**src/rtl/xy_waypoint_sequencer.sv**
```systemverilog
// Waypoint sequencer: queues BCD X-Y targets and issues them one at a time to the
// XY motion controller, waiting for arrival and a fixed dwell between points.
module xy_waypoint_sequencer #(
   parameter int DEPTH        = 4,
   parameter int SETTLE       = 3,
   parameter int DWELL_CYCLES = 4,
   parameter int TIMEOUT      = 200
) (
   input  logic                     clk,
   input  logic                     reset,
   input  logic                     wp_valid,
   input  logic [7:0]               wp_data,
   output logic                     wp_ready,
   input  logic                     start,
   input  logic                     abort,
   input  logic                     at_target,
   output logic [7:0]               target_out,
   output logic                     motion,
   output logic                     busy,
   output logic                     done,
   output logic                     fault,
   output logic [$clog2(DEPTH):0]   fifo_count
);

   localparam int AW = $clog2(DEPTH);
   localparam int CW = AW + 1;

   localparam logic [2:0] S_IDLE  = 3'd0;
   localparam logic [2:0] S_ISSUE = 3'd1;
   localparam logic [2:0] S_MOVE  = 3'd2;
   localparam logic [2:0] S_DWELL = 3'd3;
   localparam logic [2:0] S_DONE  = 3'd4;
   localparam logic [2:0] S_FAULT = 3'd5;

   logic [2:0]    state;
   logic [2:0]    state_nx;
   logic [7:0]    mem [DEPTH];
   logic [AW-1:0] rd_ptr;
   logic [AW-1:0] wr_ptr;
   logic [7:0]    move_cnt;
   logic [7:0]    dwell_cnt;
   logic          push;
   logic          pop;
   logic          arrived;
   logic          timed_out;
   logic          dwell_end;
   logic          queue_empty;

   assign queue_empty = (fifo_count == CW'(0));
   assign wp_ready    = (fifo_count != CW'(DEPTH)) && (state != S_FAULT);
   // abort takes priority over any queue traffic in the same cycle
   assign push        = wp_valid && wp_ready && !abort;
   assign pop         = (state == S_ISSUE) && !abort;
   assign arrived     = at_target && (move_cnt >= 8'(SETTLE));
   assign timed_out   = (move_cnt == 8'(TIMEOUT - 1));
   assign dwell_end   = (dwell_cnt == 8'(DWELL_CYCLES - 1));

   assign motion = (state == S_MOVE);
   assign busy   = (state == S_ISSUE) || (state == S_MOVE) || (state == S_DWELL);
   assign done   = (state == S_DONE);
   assign fault  = (state == S_FAULT);

   // Next-state selection; arrival is checked before timeout so it wins a tie.
   always_comb begin
      state_nx = state;
      if (abort) begin
         state_nx = S_IDLE;
      end else begin
         case (state)
            S_IDLE: begin
               if (start && !queue_empty) state_nx = S_ISSUE;
               else                       state_nx = S_IDLE;
            end
            S_ISSUE: state_nx = S_MOVE;
            S_MOVE: begin
               if (arrived)        state_nx = S_DWELL;
               else if (timed_out) state_nx = S_FAULT;
               else                state_nx = S_MOVE;
            end
            S_DWELL: begin
               if (!dwell_end)       state_nx = S_DWELL;
               else if (queue_empty) state_nx = S_DONE;
               else                  state_nx = S_ISSUE;
            end
            S_DONE:  state_nx = S_IDLE;
            S_FAULT: state_nx = S_FAULT;
            default: state_nx = S_IDLE;
         endcase
      end
   end

   // State register and saturating move/dwell counters, cleared outside their state.
   always_ff @(posedge clk) begin
      if (reset) begin
         state     <= S_IDLE;
         move_cnt  <= 8'd0;
         dwell_cnt <= 8'd0;
      end else begin
         state <= state_nx;
         if (state != S_MOVE)         move_cnt <= 8'd0;
         else if (move_cnt != 8'hFF)  move_cnt <= move_cnt + 8'd1;
         else                         move_cnt <= move_cnt;
         if (state != S_DWELL)        dwell_cnt <= 8'd0;
         else if (dwell_cnt != 8'hFF) dwell_cnt <= dwell_cnt + 8'd1;
         else                         dwell_cnt <= dwell_cnt;
      end
   end

   // Queue pointers, occupancy and the target register (kept across abort).
   always_ff @(posedge clk) begin
      if (reset) begin
         rd_ptr     <= AW'(0);
         wr_ptr     <= AW'(0);
         fifo_count <= CW'(0);
         target_out <= 8'h00;
      end else if (abort) begin
         rd_ptr     <= AW'(0);
         wr_ptr     <= AW'(0);
         fifo_count <= CW'(0);
         target_out <= target_out;
      end else begin
         if (push) wr_ptr <= wr_ptr + AW'(1);
         else      wr_ptr <= wr_ptr;
         if (pop) begin
            rd_ptr     <= rd_ptr + AW'(1);
            target_out <= mem[rd_ptr];
         end else begin
            rd_ptr     <= rd_ptr;
            target_out <= target_out;
         end
         case ({push, pop})
            2'b10:   fifo_count <= fifo_count + CW'(1);
            2'b01:   fifo_count <= fifo_count - CW'(1);
            default: fifo_count <= fifo_count;
         endcase
      end
   end

   // Waypoint storage; contents need no reset because occupancy gates every read.
   always_ff @(posedge clk) begin
      if (push) mem[wr_ptr] <= wp_data;
      else      mem[wr_ptr] <= mem[wr_ptr];
   end

endmodule
```
**config.mk**
```make
export PLATFORM = sky130hd
export DESIGN_NAME = xy_waypoint_sequencer
export DESIGN_NICKNAME = d
export VERILOG_FILES = /design/src/rtl/xy_waypoint_sequencer.sv
export SDC_FILE = /design/constraint.sdc
export NUM_CORES = 1
export LEC_CHECK = 0
export ABC_AREA = 1
export CAP_MARGIN = 20
export CORE_MARGIN = 1.5
export CORE_UTILIZATION = 35
export CTS_CLUSTER_DIAMETER = 150
export DETAILED_ROUTE_END_ITERATION = 8
export GPL_TIMING_DRIVEN = 0
export PLACE_DENSITY_LB_ADDON = 0.12
export SYNTH_ARGS = -nofsm -noshare
export SYNTH_HDL_FRONTEND = slang
export SYNTH_SLANG_ARGS = --single-unit
export TNS_END_PERCENT = 50
```
**constraint.sdc**
```tcl
create_clock -name clk -period 4.19 [get_ports clk]
set_input_delay 0.419 -clock clk [delete_from_list [all_inputs] [get_ports clk]]
set_output_delay 0.419 -clock clk [all_outputs]
set_load 0.01 [all_outputs]
```
==> summary.md, run 1 <==
## STA
* **max-slew violations** 0
* **final worst-path cycle share** 0.537
* **setup TNS** 0 ns
* **Worst Skew** 0.0135 ns
* **Worst slew margin** 0.442
* **Final Hold Vio Count** 0
* **pin slew with the least headroom to its limit** 0.833 ns
* **RSZ-0062 raised after global routing** no
* **Finish-stage setup viols** 0
* **final critical-path setup slack** 1.94 ns
* **final critical path time including I/O delays and setup** 2.25 ns
* **timing-limited maximum frequency** 444 MHz

## Pwr
* **leakage power total** 1.32 nW
* **sw power** 0.294 mW
* **Worst VDD drop** 0.221 mV
* **fraction of power consumed by sequential logic** 0.513
* **fraction of power consumed by the clock network** 0.453
* **switching portion of total power** 0.220
* **Power Internal** 1.04 mW
* **Gate power share** 0.034
* **power per standard cell area** 379 nW/um^2

## Setup path
* **crit path DAT** 2.53 ns
* **top fanout value on the critical path** 10
* **Crit Path Class** in2reg
* **type of element launching the critical path** primary input
* **endpoint type of the worst setup path** register
* **required time of the critical path** 4.47 ns

## Synthesis
* **post-synthesis register bit count** 66
* **register area share after synthesis** 0.568
* **combined area of all synthesized cells** 2890 sq um
* **Ys Warns** 0
* **distinct cell type count after synthesis** 32
* **nets in the synthesized netlist** 341
* **Avg Cell Area, Syn** 9.05 sq um
* **number of instances in the synthesized netlist** 319

## Clock network
* **CTS buffer count** 9
* **CTS Hold Buffers Added** 0
* **CTS resizes** 0
* **TritonCTS clock tree** done
* **maximum root-to-sink buffer count** 2
* **TritonCTS Sinks** 66
* **post-CTS clock slew at the launch and capture registers of the worst setup and hold paths** 0.07 ns
* **post-CTS setup-driven buffer insertion count** 0
* **worst-skew pair later-pin latency** 0.35 ns
* **htree depth** 3
* **root buffer cell** clkbuf_8

## Drt
* **routed via count divided by cell count** 4.71
* **number of vias after detailed routing** 2194
* **Remaining DRCs** 0
* **total iterations of the first detailed-routing run** 5
* **post-route ant nets** 0
* **first-iteration detailed-routing DRC count** 70
* **aggregate routed wire length** 6.08 mm
* **mean routed wirelength per cell** 13.1 um

## Cells and area
* **core occupancy in the finished layout** 0.450
* **Total Nets Final** 381
* **post-synthesis to final-layout area growth** 22.3%
* **commonest non-fill, non-tap cell in the layout** nor2_1
* **Filler Cell Count** 810
* **fraction of final layout cells with drive strength greater than 1** 0.0934
* **top library cells by usage in the layout, fill and taps aside** 57 x nor2_1, 34 x nand2_1, 34 x inv_1, 34 x dfxtp_1, 32 x edfxtp_1
* **diode count** 0

## Floorplanning
* **Die Span X** 93.8 um
* **core area** 7850 sq um
* **number of top-level design ports** 30
* **die height** 93.8 um
* **overall die area** 8810 sq um
* **standard-cell rows** 32
* **Initial Util** 0.368

## Place
* **half-perimeter wire length after detailed placement** 4.06 mm
* **final weighted congestion in routability-driven placement** 0.782
* **port bufs** 29
* **DP Worst Slack** 1.56 ns

## Global routing
* **number of global-route vias before repair** 2104
* **all-layer global routing usage** 0.152
* **global-route wire length before repair** 10.0 mm
* **total congestion overflow** 0
* **antenna violations before repair** 0
* **maximum number of pins on one net before global-route repair** 14

## Min path
* **worst hold path class** reg2reg

## Status
* **outcome** finished clean

## Job
* **number of maximum-capacitance violations** 0

==> routing by layer <==
layer | GRT usage | wire length, um | share of wire
met5 | 0 | 0 | 0
met4 | 0.0634 | 87 | 0.014
met1 | 0.179 | 2810 | 0.46
met3 | 0.0413 | 208 | 0.034
met2 | 0.260 | 2980 | 0.49
==> cell usage after synthesis <==
cell | count | share of area
nand3_1 | 16 | 0.028
fa_1 | 1 | 0.0069
xnor2_1 | 1 | 0.0030
dfxtp_1 | 34 | 0.24
or2_0 | 1 | 0.0022
inv_1 | 34 | 0.044
buf_4 | 2 | 0.0052
nor3_2 | 3 | 0.010
nor3_1 | 2 | 0.0035
or2_2 | 1 | 0.0022
clkinv_1 | 1 | 0.0013
o21ai_2 | 1 | 0.0030
nor2_1 | 57 | 0.074
nor2_4 | 1 | 0.0039
buf_2 | 3 | 0.0052
nand3b_2 | 1 | 0.0039
o21ai_1 | 13 | 0.023
or2_1 | 1 | 0.0022
ha_1 | 7 | 0.030
clkbuf_1 | 1 | 0.0013
nand2_2 | 1 | 0.0022
inv_2 | 4 | 0.0052
a21oi_1 | 21 | 0.036
nand3b_1 | 1 | 0.0026
edfxtp_1 | 32 | 0.33
nand4_1 | 4 | 0.0087
xor2_1 | 1 | 0.0030
a31oi_1 | 11 | 0.024
nand2_1 | 34 | 0.044
a21oi_2 | 1 | 0.0030
o21ai_0 | 27 | 0.047
o21a_1 | 1 | 0.0026
==> final timing paths <==
path | endpoint | cells past startpoint | slack [ns] | start
worst min register to register | fifo_count[2] | 1 | 0.50 | fifo_count[2]
worst max-delay path | fifo_count[2] | 10 | 1.94 | abort
worst min-delay path | fifo_count[2] | 1 | 0.50 | fifo_count[2]
worst max register to register | fifo_count[2] | 10 | 2.02 | state[0]
==> cell families after synthesis <==
logic type,after synthesis,share of synthesized area
adder cells (fa/ha/maj),8,0.0373
AO/OA/AOI/OAI,75,0.138
buffers and inverters,45,0.0624
flip-flops,66,0.568
XOR/XNOR,2,0.00607
AND/OR/NAND/NOR,123,0.188
==> power groups by stage <==
stage | sequential [mW] | combinational, mW | clock (mW)
6_report | 0.686 | 0.0457 | 0.607
3_5_place_dp | 0.701 | 0.0463 | 0
2_1_floorplan | 0.701 | 0.0194 | 0
5_1_grt | 0.686 | 0.0517 | 0.648
3_3_place_gp | 0.701 | 0.0456 | 0
4_1_cts | 0.686 | 0.0466 | 0.618
==> cell type report <==
type / count / area, sq um / share of cell area
repair buffers: 29 / 290 / 0.0822
multi-input cells: 208 / 1070 / 0.302
flip-flops and latches: 66 / 1640 / 0.465
clock inverters: 7 / 103 / 0.0290
well taps: 102 / 128 / 0.0361
inverters: 39 / 146 / 0.0414
clock buffers: 9 / 124 / 0.0351
plain buffers: 6 / 33.8 / 0.00956
==> critical path, cell delays in order <==
cell	delay, ns
clkdlybuf4s50_1	0.47
nor3_2	0.21
buf_2	0.29
ha_1	0.19
inv_1	0.06
fa_1	0.38
a21oi_1	0.15
o21a_1	0.14
o21ai_0	0.07
a21oi_1	0.14
==> metrics by stage <==
step | cells | total power, mW | cell area [sq um] | hold slack (ns)
after floorplan | 319 | 0.720 | 2890 | 0.482
after global placement | 450 | 0.746 | 3310 | 0.486
after detailed placement | 450 | 0.747 | 3310 | 0.498
after CTS | 466 | 1.35 | 3530 | 0.516
after global routing | 466 | 1.39 | 3530 | 0.552
final | 466 | 1.34 | 3530 | 0.505
==> state kept, by name (all words and copies together) (netlist names) <==
| register | cells |
|---|---|
| move_cnt | 8 |
| target_out | 8 |
| rd_ptr | 2 |
| mem | 32 |
| wr_ptr | 2 |
| state | 3 |
| fifo_count | 3 |
| dwell_cnt | 8 |
(Power assumes the default switching activity.)
==> inputs of run 2 (changes only) <==
==> constraint.sdc (replaced) <==
create_clock -name clk -period 1.98 [get_ports clk]
set_input_delay 0.198 -clock clk [delete_from_list [all_inputs] [get_ports clk]]
set_output_delay 0.198 -clock clk [all_outputs]
set_load 0.01 [all_outputs]
==> run 2 against run 1 <==
Net effect:
- non-clock buffer count increased by 3
- power grew 110%
- critical path depth up 1
- first-iteration DRC count rose by 10%
- clock power grew 110%
- highest routed layer unchanged
- sequential share of layout area down 0.95 points
==> summary.md, run 2 (same netlist as run 1, synthesis figures left out) <==
## Status
* **outcome** finished clean

## Setup path
* **cell seen most often among critical-path stages** inv_4
* **Crit Path Class** reg2reg
* **slowest library cell on the worst path** dfxtp_4
* **crit path DAT** 2.16 ns, -0.37 ns
* **critical path's top delay family** adder cells
* **endpoint type of the worst setup path** register
* **cells traversed along the worst timing path** inv_4 -> nand2_4 -> nor3_4 -> buf_6 -> ha_4 -> inv_4 -> fa_2 -> a21oi_2 -> o21a_1 -> o21ai_1 -> a21oi_1
* **required time of the critical path** 2.26 ns, -2.21 ns
* **Reg-to-Reg End** fifo_count[2]
* **startpoint of the lowest-slack register-to-register path** state[1]
* **start point of the critical path** state[1]
* **type of element launching the critical path** register
* **reg2reg path depth** 11, +1
* **top fanout value on the critical path** 4, -6
* **register-to-register setup slack** 0.09 ns, -1.93 ns
* **number of buffer and inverter stages on the critical path** 3, unchanged
* **Largest stage delay, worst path** 0.36 ns, -0.11 ns

## Drt
* **routed via count divided by cell count** 4.67, -0.78%
* **post-route ant nets** 0, unchanged
* **mean routed wirelength per cell** 13.0 um, -0.17%
* **first-iteration detailed-routing DRC count** 77, +10%
* **Remaining DRCs** 0, unchanged
* **number of vias after detailed routing** 2191, -0.14%
* **aggregate routed wire length** 6.11 mm, +0.48%
* **total iterations of the first detailed-routing run** 5, unchanged

## Pwr
* **switching portion of total power** 0.220, about the same
* **fraction of power consumed by sequential logic** 0.511, -0.002
* **Worst VDD drop** 0.466 mV, +110%
* **Power Internal** 2.21 mW, +110%
* **leakage power total** 1.35 nW, +2.0%
* **fraction of power consumed by the clock network** 0.452, about the same
* **sw power** 0.624 mW, +110%
* **power per standard cell area** 780 nW/um^2, +110%
* **Gate power share** 0.036, +0.002

## Clock network
* **CTS buffer count** 9, unchanged
* **worst-skew pair later-pin latency** 0.35 ns, about the same
* **root buffer cell** clkbuf_8
* **htree depth** 3, unchanged
* **post-CTS clock slew at the launch and capture registers of the worst setup and hold paths** 0.08 ns, about the same
* **TritonCTS Sinks** 66, unchanged
* **CTS Hold Buffers Added** 0, unchanged
* **maximum root-to-sink buffer count** 2, unchanged
* **TritonCTS clock tree** done

## Min path
* **worst hold path class** in2reg
* **Worst Hold Depth** 1, unchanged
* **startpoint of the worst hold path** wp_data[3]
* **hold worst-path end** mem[1][3]

## STA
* **max-slew violations** 0, unchanged
* **setup TNS** 0 ns, unchanged
* **pin slew with the least headroom to its limit** 0.833 ns, -0.000178 ns
* **Final Hold Vio Count** 0, unchanged
* **timing-limited maximum frequency** 530 MHz
* **RSZ-0062 raised after global routing** yes
* **Worst Skew** 0.0133 ns, -0.000133 ns
* **Worst slew margin** 0.443, about the same
* **final worst-path cycle share** 0.953
* **Finish-stage setup viols** 0, unchanged
* **final critical path time including I/O delays and setup** 1.89 ns

## Cells and area
* **largest register by flop count** mem
* **commonest non-fill, non-tap cell in the layout** nor2_1
* **Filler Cell Count** 800, -1.2%
* **top library cells by usage in the layout, fill and taps aside** 57 x nor2_1, 33 x nand2_1, 32 x edfxtp_1
* **post-synthesis to final-layout area growth** 25.7%
* **diode count** 0, unchanged
* **fraction of final layout cells with drive strength greater than 1** 0.131, +0.0374
* **max reg flops** 32, unchanged
* **Final Non-Filler Cells** 469, +0.64%
* **Total Nets Final** 384, +0.79%

## Floorplanning
* **Die Span X** 93.8 um, unchanged
* **number of top-level design ports** 30, unchanged
* **overall die area** 8810 sq um, unchanged
* **standard-cell rows** 32, unchanged
* **core area** 7850 sq um, unchanged
* **die height** 93.8 um, unchanged
* **Initial Util** 0.368, unchanged

## Global routing
* **all-layer global routing usage** 0.152, unchanged
* **antenna violations before repair** 0, unchanged
* **number of global-route vias before repair** 2116, +0.57%
* **maximum number of pins on one net before global-route repair** 14, unchanged
* **total congestion overflow** 0, unchanged
* **global-route wire length before repair** 10.0 mm, about the same

## Place
* **final weighted congestion in routability-driven placement** 0.782, unchanged
* **half-perimeter wire length after detailed placement** 4.06 mm, unchanged
* **placed cells** 450, unchanged
* **port bufs** 29, unchanged

## Job
* **number of maximum-capacitance violations** 0, unchanged

==> run 2: how the worst max path moves through the flow <==
stage	end	slack [ns]	cells past startpoint
2_1_floorplan	fifo_count[2]	0.04	11
3_3_place_gp	fifo_count[2]	-0.41	10
3_5_place_dp	fifo_count[2]	-0.43	10
4_1_cts	fifo_count[2]	0.004	11
5_1_grt	fifo_count[2]	-0.05	11
6_report	fifo_count[2]	0.09	11
==> run 2: layout make-up <==
type | instances | area (sq um) | share of cell area
buffer | 6 | 40.0 | 0.0110
clock buffer | 9 | 124 | 0.0341
clock inverter | 7 | 103 | 0.0283
inverter | 39 | 151 | 0.0417
multi-input combinational | 208 | 1120 | 0.308
sequential | 66 | 1650 | 0.455
tap | 102 | 128 | 0.0351
timing repair buffer | 32 | 313 | 0.0861
==> run 2: metrics by stage <==
step | cell area, sq um | util | worst slack, ns | power, mW | hold slack, ns
floorplan | 2890 | - | 0.0397 | 1.52 | 0.297
global placement | 3310 | 0.421 | -0.406 | 1.58 | 0.486
detailed placement | 3310 | 0.421 | -0.433 | 1.58 | 0.498
CTS | 3560 | 0.454 | 0.00392 | 2.86 | 0.477
global route | 3630 | 0.463 | -0.0509 | 2.94 | 0.482
finish | 3630 | 0.463 | 0.0931 | 2.83 | 0.481
==> run 2: layer usage <==
layer	routed length, um	GRT usage
met1	2810	0.179
met2	3070	0.260
met3	197	0.0413
met4	36	0.0634
met5	0	0
==> run 2: repair_timing <==
item / 4_1_cts / 5_1_grt
pin swaps: 2 / 3
resized for setup: 8 / 16
setup endpoints to repair: 1 / 33
buffers inserted: 2 / 1
==> run 2: power by group through the flow <==
stage | Combinational (mW) | Clock (mW) | Sequential [mW]
2_1_floorplan | 0.0410 | 0 | 1.48
3_3_place_gp | 0.0964 | 0 | 1.48
6_report | 0.103 | 1.28 | 1.45
4_1_cts | 0.0994 | 1.31 | 1.45
3_5_place_dp | 0.0980 | 0 | 1.48
5_1_grt | 0.115 | 1.37 | 1.45
